[config.mk]
export PLATFORM = sky130hd
export DESIGN_NAME = fifo_loader
export DESIGN_NICKNAME = d
export VERILOG_FILES = /design/src/rtl/fifo_loader.sv
export SDC_FILE = /design/constraint.sdc
export NUM_CORES = 1
export LEC_CHECK = 0
export BUFFER_PORTS_ARGS = -buffer_cell sky130_fd_sc_hd__clkbuf_2
export CAP_MARGIN = 5
export CORE_MARGIN = 2
export CORE_UTILIZATION = 50
export CTS_CLUSTER_DIAMETER = 80
export DETAILED_ROUTE_END_ITERATION = 16
export HOLD_SLACK_MARGIN = 0.12
export PLACE_DENSITY = 0.77
export SYNTH_ARGS = -nofsm -noshare
export SYNTH_HDL_FRONTEND = slang
export SYNTH_SLANG_ARGS = --single-unit
[constraint.sdc]
create_clock -name clk -period 2.1 [get_ports clk]
set_input_delay 0.105 -clock clk [delete_from_list [all_inputs] [get_ports clk]]
set_output_delay 0.105 -clock clk [all_outputs]
set_load 0.005 [all_outputs]
[src/rtl/fifo_loader.sv]
// Write-side feeder for the dual-pop weight/input FIFO: streams Length words from a
// 1-cycle-latency SRAM into the FIFO, with a one-entry skid absorbing the read in flight.
module fifo_loader #(
  parameter int unsigned DataWidth = 32,
  parameter int unsigned AddrWidth = 10,
  parameter int unsigned LenWidth  = 10
) (
  input  logic                 clk,
  input  logic                 rst,
  input  logic                 Start,
  input  logic [AddrWidth-1:0] BaseAddr,
  input  logic [LenWidth-1:0]  Length,
  output logic                 MemRe,
  output logic [AddrWidth-1:0] MemAddr,
  input  logic [DataWidth-1:0] MemData,
  input  logic                 Full,
  output logic                 Push,
  output logic [DataWidth-1:0] DataIn,
  output logic                 Busy,
  output logic                 Done
);

  typedef enum logic [1:0] {
    ST_IDLE,
    ST_FETCH,
    ST_DRAIN,
    ST_DONE
  } state_t;

  state_t                 state_q, state_d;
  logic [AddrWidth-1:0]   addr_q;
  logic [LenWidth-1:0]    issue_cnt_q;
  logic [LenWidth-1:0]    push_cnt_q;
  logic                   in_flight_q;
  logic                   skid_valid_q;
  logic [DataWidth-1:0]   skid_q;

  assign MemAddr = addr_q;
  assign Busy    = (state_q != ST_IDLE);
  assign Done    = (state_q == ST_DONE);

  always_comb begin
    state_d = state_q;
    MemRe   = 1'b0;
    Push    = 1'b0;
    DataIn  = skid_q;

    if (state_q == ST_FETCH) begin
      MemRe = (issue_cnt_q != '0) && !skid_valid_q && !(in_flight_q && Full);
    end

    // The skid always holds the older word, so it drains ahead of returning data.
    if (!Full) begin
      if (skid_valid_q) begin
        Push   = 1'b1;
        DataIn = skid_q;
      end else if (in_flight_q) begin
        Push   = 1'b1;
        DataIn = MemData;
      end
    end

    // Transitions look at the post-edge counts so Done follows the last push directly.
    unique case (state_q)
      ST_IDLE: begin
        if (Start) begin
          state_d = (Length == '0) ? ST_DONE : ST_FETCH;
        end
      end
      ST_FETCH: begin
        if ((issue_cnt_q == '0) || (MemRe && (issue_cnt_q == LenWidth'(1)))) begin
          state_d = ST_DRAIN;
        end
      end
      ST_DRAIN: begin
        if (((push_cnt_q == '0) && !in_flight_q && !skid_valid_q) ||
            (Push && (push_cnt_q == LenWidth'(1)))) begin
          state_d = ST_DONE;
        end
      end
      ST_DONE: begin
        state_d = ST_IDLE;
      end
      default: begin
        state_d = ST_IDLE;
      end
    endcase
  end

  always_ff @(posedge clk or negedge rst) begin
    if (!rst) begin
      state_q <= ST_IDLE;
    end else begin
      state_q <= state_d;
    end
  end

  always_ff @(posedge clk or negedge rst) begin
    if (!rst) begin
      addr_q      <= '0;
      issue_cnt_q <= '0;
      push_cnt_q  <= '0;
      in_flight_q <= 1'b0;
    end else begin
      in_flight_q <= MemRe;
      if ((state_q == ST_IDLE) && Start) begin
        addr_q      <= BaseAddr;
        issue_cnt_q <= Length;
        push_cnt_q  <= Length;
      end else begin
        if (MemRe) begin
          addr_q      <= addr_q + AddrWidth'(1);
          issue_cnt_q <= issue_cnt_q - LenWidth'(1);
        end
        if (Push) begin
          push_cnt_q <= push_cnt_q - LenWidth'(1);
        end
      end
    end
  end

  always_ff @(posedge clk or negedge rst) begin
    if (!rst) begin
      skid_valid_q <= 1'b0;
      skid_q       <= '0;
    end else if (skid_valid_q) begin
      if (!Full) begin
        if (in_flight_q) begin
          skid_q <= MemData;
        end else begin
          skid_valid_q <= 1'b0;
        end
      end
    end else if (in_flight_q && Full) begin
      skid_q       <= MemData;
      skid_valid_q <= 1'b1;
    end
  end

endmodule
==> reports/metrics.sh, run 1 <==
GLOBAL_ROUTE_WIRE_LENGTH_BEFORE_REPAIR_MM=14.1
CLOCK_SINKS=66
CTS_INSERTED_BUFFERS=9
YS_ASYNC_SR_FRACTION_PCT=100
FINAL-HOLD-VIOLATION-COUNT=0
YOSYSSEQAREASHARE_PCT=45.2
PATH_COMMON_CELL='sky130_fd_sc_hd__clkbuf_2'
SYNTH_SIMPLE_GATE_AREA_SHARE_PCT=14.6
SHORTEST_CLOCK_PERIOD_THE_WORST_PATH_ALLOWS_AFTER_LAYOUT_NS=1.97
CRITICAL_PATH.ENDPOINT_TYPE='primary output'
WORSTSKEWPAIRLATENCY_NS=0.34
GLOBAL_ROUTE_TOTAL_USAGE_ACROSS_EVERY_LAYER_PCT=23.0
POST_SYNTH_NUM_CELL_TYPES=43
CRIT_START='Full'
MUXSHAREOFSYNTHAREA_PCT=20.9
START_UTIL_PCT=50.9
DRT-VIAS-PER-INSTANCE=5.26
FINAL_LAYOUT_SIZE_SUFFIX_GT1_SHARE_PCT=41.4
CRIT-REG2REG-LAUNCH='issue_cnt_q[1]'
TIMING.CRITICAL_PATH.BUF_INV=4
SYNTH_CELLS=320
MAX_STAGE_DELAY_NS=0.55
YS.FLOP_TYPE='sky130_fd_sc_hd__dfrtp_1'
FINAL_SUM_OF_NEGATIVE_SETUP_SLACK_NS=0
TIMING.SETUP.CRITICAL_PATH_CLASS='primary input to primary output'
TIMING.CRITICAL_PATH.MAX_DELAY_FAMILY='buffers and inverters'
HOLD_PATH_CLASS='primary input to asynchronous set/reset pin'
SYNTH_SEQ_CELLS=66
GLOBAL_ROUTE.OVERFLOW_TOTAL=0
CP.ARRIVAL_NS=1.86
NUMBER_OF_ANTENNA_VIOLATIONS_AT_THE_FIRST_CHECK_IN_GLOBAL_ROUTING=0
SYNTH_ENABLE_FLOP_CELLS=0
CTS-ROOT-TO-SINK-BUFFERS=2
ROUTE.ANTENNA.REMAINING_NETS=0
TOTALPOWERFINAL_mW=6.70
SYNTH_LARGEST_TYPE_AREA_FRACTION_PCT=45.2
GRT_MAX_DEGREE=67
DR_TOTAL_VIAS=3070
TIMING.CRITICAL_PATH.FANOUT_MAX=27
NUM_ANTENNA_CELLS=0
INITIALDRTVIOLATIONCOUNT=82
DETAIL_ROUTE.DRC_VIOLATIONS=0
POST_DETAILED_ROUTE_WIRELENGTH_PER_CELL_UM=15.3
POST_SYNTH_FA_HA_MAJ_AREA_FRACTION_PCT=4.11
DRV_SLEW=0
DESIGN.DIE.AREA_SQ_MM=0.00801
LEAKAGE_POWER_OF_THE_DESIGN_nW=2.24
CORE_REGION_AREA_SQ_MM=0.00718
CLK_TRANSITION_REPORTED_PATHS_NS=0.06
WORSTPATHCELLLIST='dlygate4sd3_1, clkbuf_2, nor3b_4, buf_6, mux2_2, clkbuf_2'
DIEHEIGHT_UM=89.5
FILLCELLCOUNT=501
CELL_TYPE_OF_THE_SLOWEST_STAGE_ON_THE_WORST_TIMING_PATH='sky130_fd_sc_hd__dlygate4sd3_1'
SYNTHTOLAYOUTAREAGROWTH_PCT=39.0
NUM_IO_PINS=102
GRT_SETUP_UNREPAIRED='no'
CP-START-KIND='primary input'
STATUS='complete, no violations'
CRITPATHREQUIREDTIME_NS=2.00
FINALCLOCKSKEW_NS=0.0130
MAXCLOCKFREQUENCY_GHz=0.508
MAPPEDNETLISTNETS=388
REGAREA_SQ_MM=0.00165
NETLIST_TOP_CELLS_AREA='sky130_fd_sc_hd__dfrtp_1, sky130_fd_sc_hd__mux2_2, sky130_fd_sc_hd__ha_1'
CAP_VIOLATIONS=0
DRT-TOTAL-WL_MM=8.93
CTS.HTREE.LEVELS=3
SYNTH_XOR_AREA_SHARE_PCT=6.23
LIBRARY_CELL_USED_AS_CLOCK_ROOT_BUFFER='sky130_fd_sc_hd__clkbuf_8'
ROWS=31
TIMING.FINAL.SETUP_VIOLATIONS=0
TIGHTESTPINTRANSITION_NS=0.506
SYNTHESIS.YOSYS.WARNINGS=0
WORST_IR_DROP_VDD_V=0.000744
VIAS_IN_THE_FIRST_GLOBAL_ROUTE=3160
SYNTH-COMPOUND-AREA-SHARE_PCT=6.30
SYN_AREA_SQ_MM=0.00365
ROUTABILITYCONGESTION=0.802
FINALNETCOUNT=549
CTS_TREE='built'
SYNTH.MOST_COMMON_CELL='sky130_fd_sc_hd__dfrtp_1'
PWR_DENSITY_CELL_mW_PER_MM2=1320
SYNTHTOPCELLSBYCOUNT='sky130_fd_sc_hd__dfrtp_1, sky130_fd_sc_hd__mux2_2, sky130_fd_sc_hd__a21oi_1'
PLACE.DETAILED.HPWL_MM=5.76
SYNTH_TOP_FAMILY_BY_AREA='multiplexers'
DIE_WIDTH_UM=89.5
DR.PASS1.ITERS=4
AVGSYNTHCELLAREA_SQ_UM=11.4
NUMPORTBUFFERS=101
SYNTH_TOP_AREA_CELL='sky130_fd_sc_hd__dfrtp_1'
SLEW_HEADROOM_PCT=66.2
MULTI_INPUT_AREA_SQ_MM=0.00192
MIN_PERIOD_OVER_PERIOD_PCT=93.7
[power breakdown]
group          total [mW]  switching (mW)  internal, mW
combinational        3.03            1.39          1.64
clock                1.18           0.486         0.692
sequential           2.50           0.579          1.92
[repair_timing]
action | 4_1_cts | 5_1_grt
endpoints found under the setup margin | 0 | 4
hold buffers | 54 | 0
hold endpoints to repair | 129 | 0
gates resized for setup | 0 | 2
setup buffers | 0 | 0
[cells by family after synthesis]
logic type | after synthesis
muxes | 68
AOI/OAI and AO/OA | 41
and+or+nand+nor | 85
xor gates and xnor gates | 26
buffers and inverters | 22
DFF | 66
adders and majority gates | 12
[area by class of cell]
cell class / count / share of cell area, %
timing repair buffer: 163 / 22.3
clock inverter: 5 / 1.55
tap: 99 / 2.44
sequential: 66 / 32.5
multi-input combinational: 232 / 37.7
inverter: 9 / 0.690
clock buffer: 10 / 2.71
[worst reg2reg max path: stages (launching register included)]
cell                      delay [ns]
sky130_fd_sc_hd__dfrtp_1        0.43
sky130_fd_sc_hd__inv_1          0.12
sky130_fd_sc_hd__ha_1           0.18
sky130_fd_sc_hd__nor3b_1        0.34
sky130_fd_sc_hd__nand3_1        0.20
sky130_fd_sc_hd__nor4_2         0.21
sky130_fd_sc_hd__xnor2_1        0.15
sky130_fd_sc_hd__a21oi_1        0.08
[stage by stage]
stage | cell area [sq um] | hold WS (ns) | util, % | setup slack, ns | instances
floorplan | 3650 | -0.191 | - | 0.506 | 320
global placement | 4310 | 0.151 | 60.1 | 0.366 | 515
detailed placement | 4310 | 0.160 | 60.1 | 0.333 | 515
CTS | 5070 | 0.317 | 70.6 | 0.0593 | 584
global route | 5080 | 0.362 | 70.8 | 0.0429 | 584
finish | 5080 | 0.318 | 70.8 | 0.133 | 584
[per-layer routing]
| metal | global-route usage, % | wire length, um |
|---|---|---|
| met1 | 28.0 | 3820 |
| met2 | 40.5 | 4450 |
| met3 | 3.32 | 491 |
| met4 | 9.77 | 166 |
| met5 | 0 | 0 |
[flip-flops by register name (all words and copies together), names as in the netlist]
name and count:
in_flight_q 1, state_q 2, push_cnt_q 10, skid_valid_q 1, MemAddr 10, issue_cnt_q 10
skid_q 32
[cell usage in the layout (no fill, tap or decap), drive strengths merged]
cell	synthesis	routed
a21o	1	1
a21oi	25	25
a41oi	1	1
and2	2	2
and3	1	1
and4	3	3
buf	8	8
bufinv	0	2
clkbuf	5	111
clkinv	1	4
dfrtp	66	66
dlygate4sd3	0	54
ha	12	12
inv	8	8
mux2	65	65
mux2i	3	3
nand2	17	17
nand3	10	10
nand4	5	5
nand4b	1	1
nor2	19	19
nor2b	2	2
nor3	8	8
nor3b	3	3
nor4	12	12
o211ai	1	1
o21ai	11	11
o32a	1	1
o32ai	1	1
or2	1	1
or4	1	1
xnor2	17	17
xor2	9	9
[final timing paths]
check / end / slack, ns / depth (start not counted)
max in group asynchronous: issue_cnt_q[9] / 1.48 / 3
worst min-delay path: skid_q[2] / 0.32 / 3
worst max register to register: issue_cnt_q[6] / 0.27 / 7
worst max-delay path: DataIn[31] / 0.13 / 6
worst min register to register: skid_q[29] / 0.50 / 1
min in group clk: MemAddr[2] / 0.33 / 4
(Power assumes the default switching activity.)
==> run 2: changes to the inputs <==
Settings changed: REMOVE_ABC_BUFFERS from default to 1.
==> run 2 against run 1 <==
Net effect: hold slack worse by 0.027 ns; flip-flop and latch count stayed put; core utilization is 0.16 points higher; setup slack better by 0.027 ns; global-route usage is 1.0 points lower; die area stayed put.
==> reports/metrics.sh, run 2 (synthesis results as in run 1) <==
DR_TOTAL_VIAS=3013
NUMPORTBUFFERS=101
LARGEST_REGISTER_BY_FLOP_COUNT='skid_q'
GLOBAL_ROUTE_TOTAL_USAGE_ACROSS_EVERY_LAYER_PCT=22.0
MAX_STAGE_DELAY_NS=0.57
POST_DETAILED_ROUTE_WIRELENGTH_PER_CELL_UM=15.2
CRITPATHREQUIREDTIME_NS=2.00
MAXCLOCKFREQUENCY_GHz=0.516
SWITCHINGPOWER_mW=2.46
CLOCK_SINKS=66
FIN_CELLS=584
CORE_REGION_AREA_SQ_MM=0.00718
CRITICAL_PATH.ENDPOINT_TYPE='primary output'
DIEHEIGHT_UM=89.5
DP.CELLS=514
FILLCELLCOUNT=492
DR.PASS1.ITERS=4
NUM_ANTENNA_CELLS=0
CTS-ROOT-TO-SINK-BUFFERS=2
TIGHTESTPINTRANSITION_NS=0.545
WORSTSKEWPAIRLATENCY_NS=0.34
GLOBAL_ROUTE_WIRE_LENGTH_BEFORE_REPAIR_MM=13.4
TIMING.SETUP.CRITICAL_PATH_CLASS='primary input to primary output'
TIMING.HOLD.WS_NS=0.291
GRT_MAX_DEGREE=33
DETAIL_ROUTE.DRC_VIOLATIONS=0
CRIT-REG2REG-LAUNCH='state_q[1]'
NUM_IO_PINS=102
HOLD_PATH_CLASS='primary input to asynchronous set/reset pin'
GLOBAL_ROUTE.OVERFLOW_TOTAL=0
MOST_COMMON_CELL_AFTER_LAYOUT_FILL_AND_TAPS_ASIDE='sky130_fd_sc_hd__clkbuf_2'
MIN_PERIOD_OVER_PERIOD_PCT=92.4
SHORTEST_CLOCK_PERIOD_THE_WORST_PATH_ALLOWS_AFTER_LAYOUT_NS=1.94
COMB_POWER_SHARE_PCT=43.9
WORSTPATHCELLLIST='dlygate4sd3_1, clkbuf_2, nor3b_4, buf_12, mux2_2, clkbuf_2'
TIMING.REG2REG.SETUP_SLACK_NS=0.31
STATUS='complete, no violations'
DRT-TOTAL-WL_MM=8.87
WORST_IR_DROP_VDD_V=0.000792
ROWS=31
DIE_WIDTH_UM=89.5
ROUTE.ANTENNA.REMAINING_NETS=0
R2R-END='issue_cnt_q[8]'
PATH_COMMON_CELL='sky130_fd_sc_hd__clkbuf_2'
FINAL_SUM_OF_NEGATIVE_SETUP_SLACK_NS=0
FINALCLOCKSKEW_NS=0.0112
TIMING.CRITICAL_PATH.MAX_DELAY_FAMILY='buffers and inverters'
INITIALDRTVIOLATIONCOUNT=101
MOST-COMMON-LAYOUT-CELLS='sky130_fd_sc_hd__clkbuf_2, sky130_fd_sc_hd__dfrtp_1, sky130_fd_sc_hd__mux2_2'
DESIGN.DIE.AREA_SQ_MM=0.00801
CELL_TYPE_OF_THE_SLOWEST_STAGE_ON_THE_WORST_TIMING_PATH='sky130_fd_sc_hd__dlygate4sd3_1'
LARGEST_REGISTER_FF_COUNT=32
DRT-VIAS-PER-INSTANCE=5.16
CLOCK_POWER_SHARE_PCT=19.4
SYNTHTOLAYOUTAREAGROWTH_PCT=39.3
POWER_SWITCHING_SHARE_PCT=36.1
CTS_TREE='built'
NUMBER_OF_ANTENNA_VIOLATIONS_AT_THE_FIRST_CHECK_IN_GLOBAL_ROUTING=0
LIBRARY_CELL_USED_AS_CLOCK_ROOT_BUFFER='sky130_fd_sc_hd__clkbuf_8'
FINALNETCOUNT=548
CTS_INSERTED_BUFFERS=9
SLEW_HEADROOM_PCT=63.7
TIMING.FINAL.SETUP_VIOLATIONS=0
TIMING.CRITICAL_PATH.FANOUT_MAX=32
GRT_SETUP_UNREPAIRED='no'
CP-START-KIND='primary input'
LEAKAGE_POWER_OF_THE_DESIGN_nW=2.23
START_UTIL_PCT=50.9
DRV_SLEW=0
ROUTABILITYCONGESTION=0.883
TIMING.CRITICAL_PATH.BUF_INV=4
CAP_VIOLATIONS=0
FINAL_LAYOUT_SIZE_SUFFIX_GT1_SHARE_PCT=41.4
PLACE.DETAILED.HPWL_MM=5.70
POWER.INTERNAL_mW=4.36
VIAS_IN_THE_FIRST_GLOBAL_ROUTE=2958
WORSTREGTOREGCELLS=6
FINAL-HOLD-VIOLATION-COUNT=0
CLK_TRANSITION_REPORTED_PATHS_NS=0.08
PWR_DENSITY_CELL_mW_PER_MM2=1340
CTS.HTREE.LEVELS=3
CP.ARRIVAL_NS=1.83
SEQPWRFRAC_PCT=36.7
-- run 2: changes by cell type in the layout (fill, tap and decap cells not counted), sizes merged --
cell      before  now
clkinv         4    2
clkinvlp       0    2
buf            8    7
bufinv         2    3
-- run 2: worst reg2reg max path, delay by kind of cell (launching register included) --
family,cells,cell delay [ns]
compound gates,1,0.15
xor+xnor,1,0.19
fa+ha+maj,1,0.34
buf+inv,1,0.13
flops,1,0.41
simple gates,2,0.51
-- run 2: power groups by stage --
stage / Clock [mW] / Combinational (mW) / Sequential [mW]
3_3_place_gp: 0 / 2.79 / 2.44
3_5_place_dp: 0 / 2.86 / 2.48
6_report: 1.32 / 2.99 / 2.51
2_1_floorplan: 0 / 1.95 / 2.36
5_1_grt: 1.41 / 3.32 / 2.58
4_1_cts: 1.35 / 2.96 / 2.46
-- run 2: how the worst max path moves through the flow --
stage,end,slack (ns),depth (start not counted),startpoint
floorplan,DataIn[0],-0.18,2,skid_valid_q
global placement,MemAddr[8],0.38,7,issue_cnt_q[0]
detailed placement,state_q[1],0.31,5,issue_cnt_q[3]
CTS,MemRe,0.12,5,issue_cnt_q[3]
global route,MemRe,0.05,5,issue_cnt_q[7]
finish,DataIn[7],0.16,6,Full
-- run 2: layout make-up --
class | instances | area, sq um | area share [%]
clock inverters | 6 | 114 | 2.24
repair buffers | 162 | 1110 | 21.8
well taps | 99 | 124 | 2.43
inverters | 9 | 35.0 | 0.688
flip-flops and latches | 66 | 1650 | 32.4
clock buffers | 10 | 138 | 2.70
multi-input cells | 232 | 1920 | 37.7
-- run 2: what timing repair did --
| item | CTS | global route |
|---|---|---|
| setup endpoints to repair | 0 | 1 |
| resized for setup | 0 | 1 |
| endpoints found under the hold margin | 83 | 0 |
| hold buffers | 54 | 0 |
| buffers inserted | 0 | 0 |
-- run 2: routing by layer --
metal,wire [um],vias up,global-route usage [%]
met2,4290,114,37.6
met4,91,0,6.65
met3,538,12,5.26
met1,3950,1430,27.7
li1,-,1457,-
met5,0,-,0
-- run 2: metrics by stage --
stage	util [%]	power (mW)	setup WS, ns	area, sq um
floorplan	-	4.31	-0.184	3590
global placement	59.8	5.23	0.376	4290
detailed placement	59.8	5.34	0.309	4290
CTS	70.8	6.77	0.120	5080
global route	70.9	7.31	0.0458	5090
finish	70.9	6.82	0.160	5090
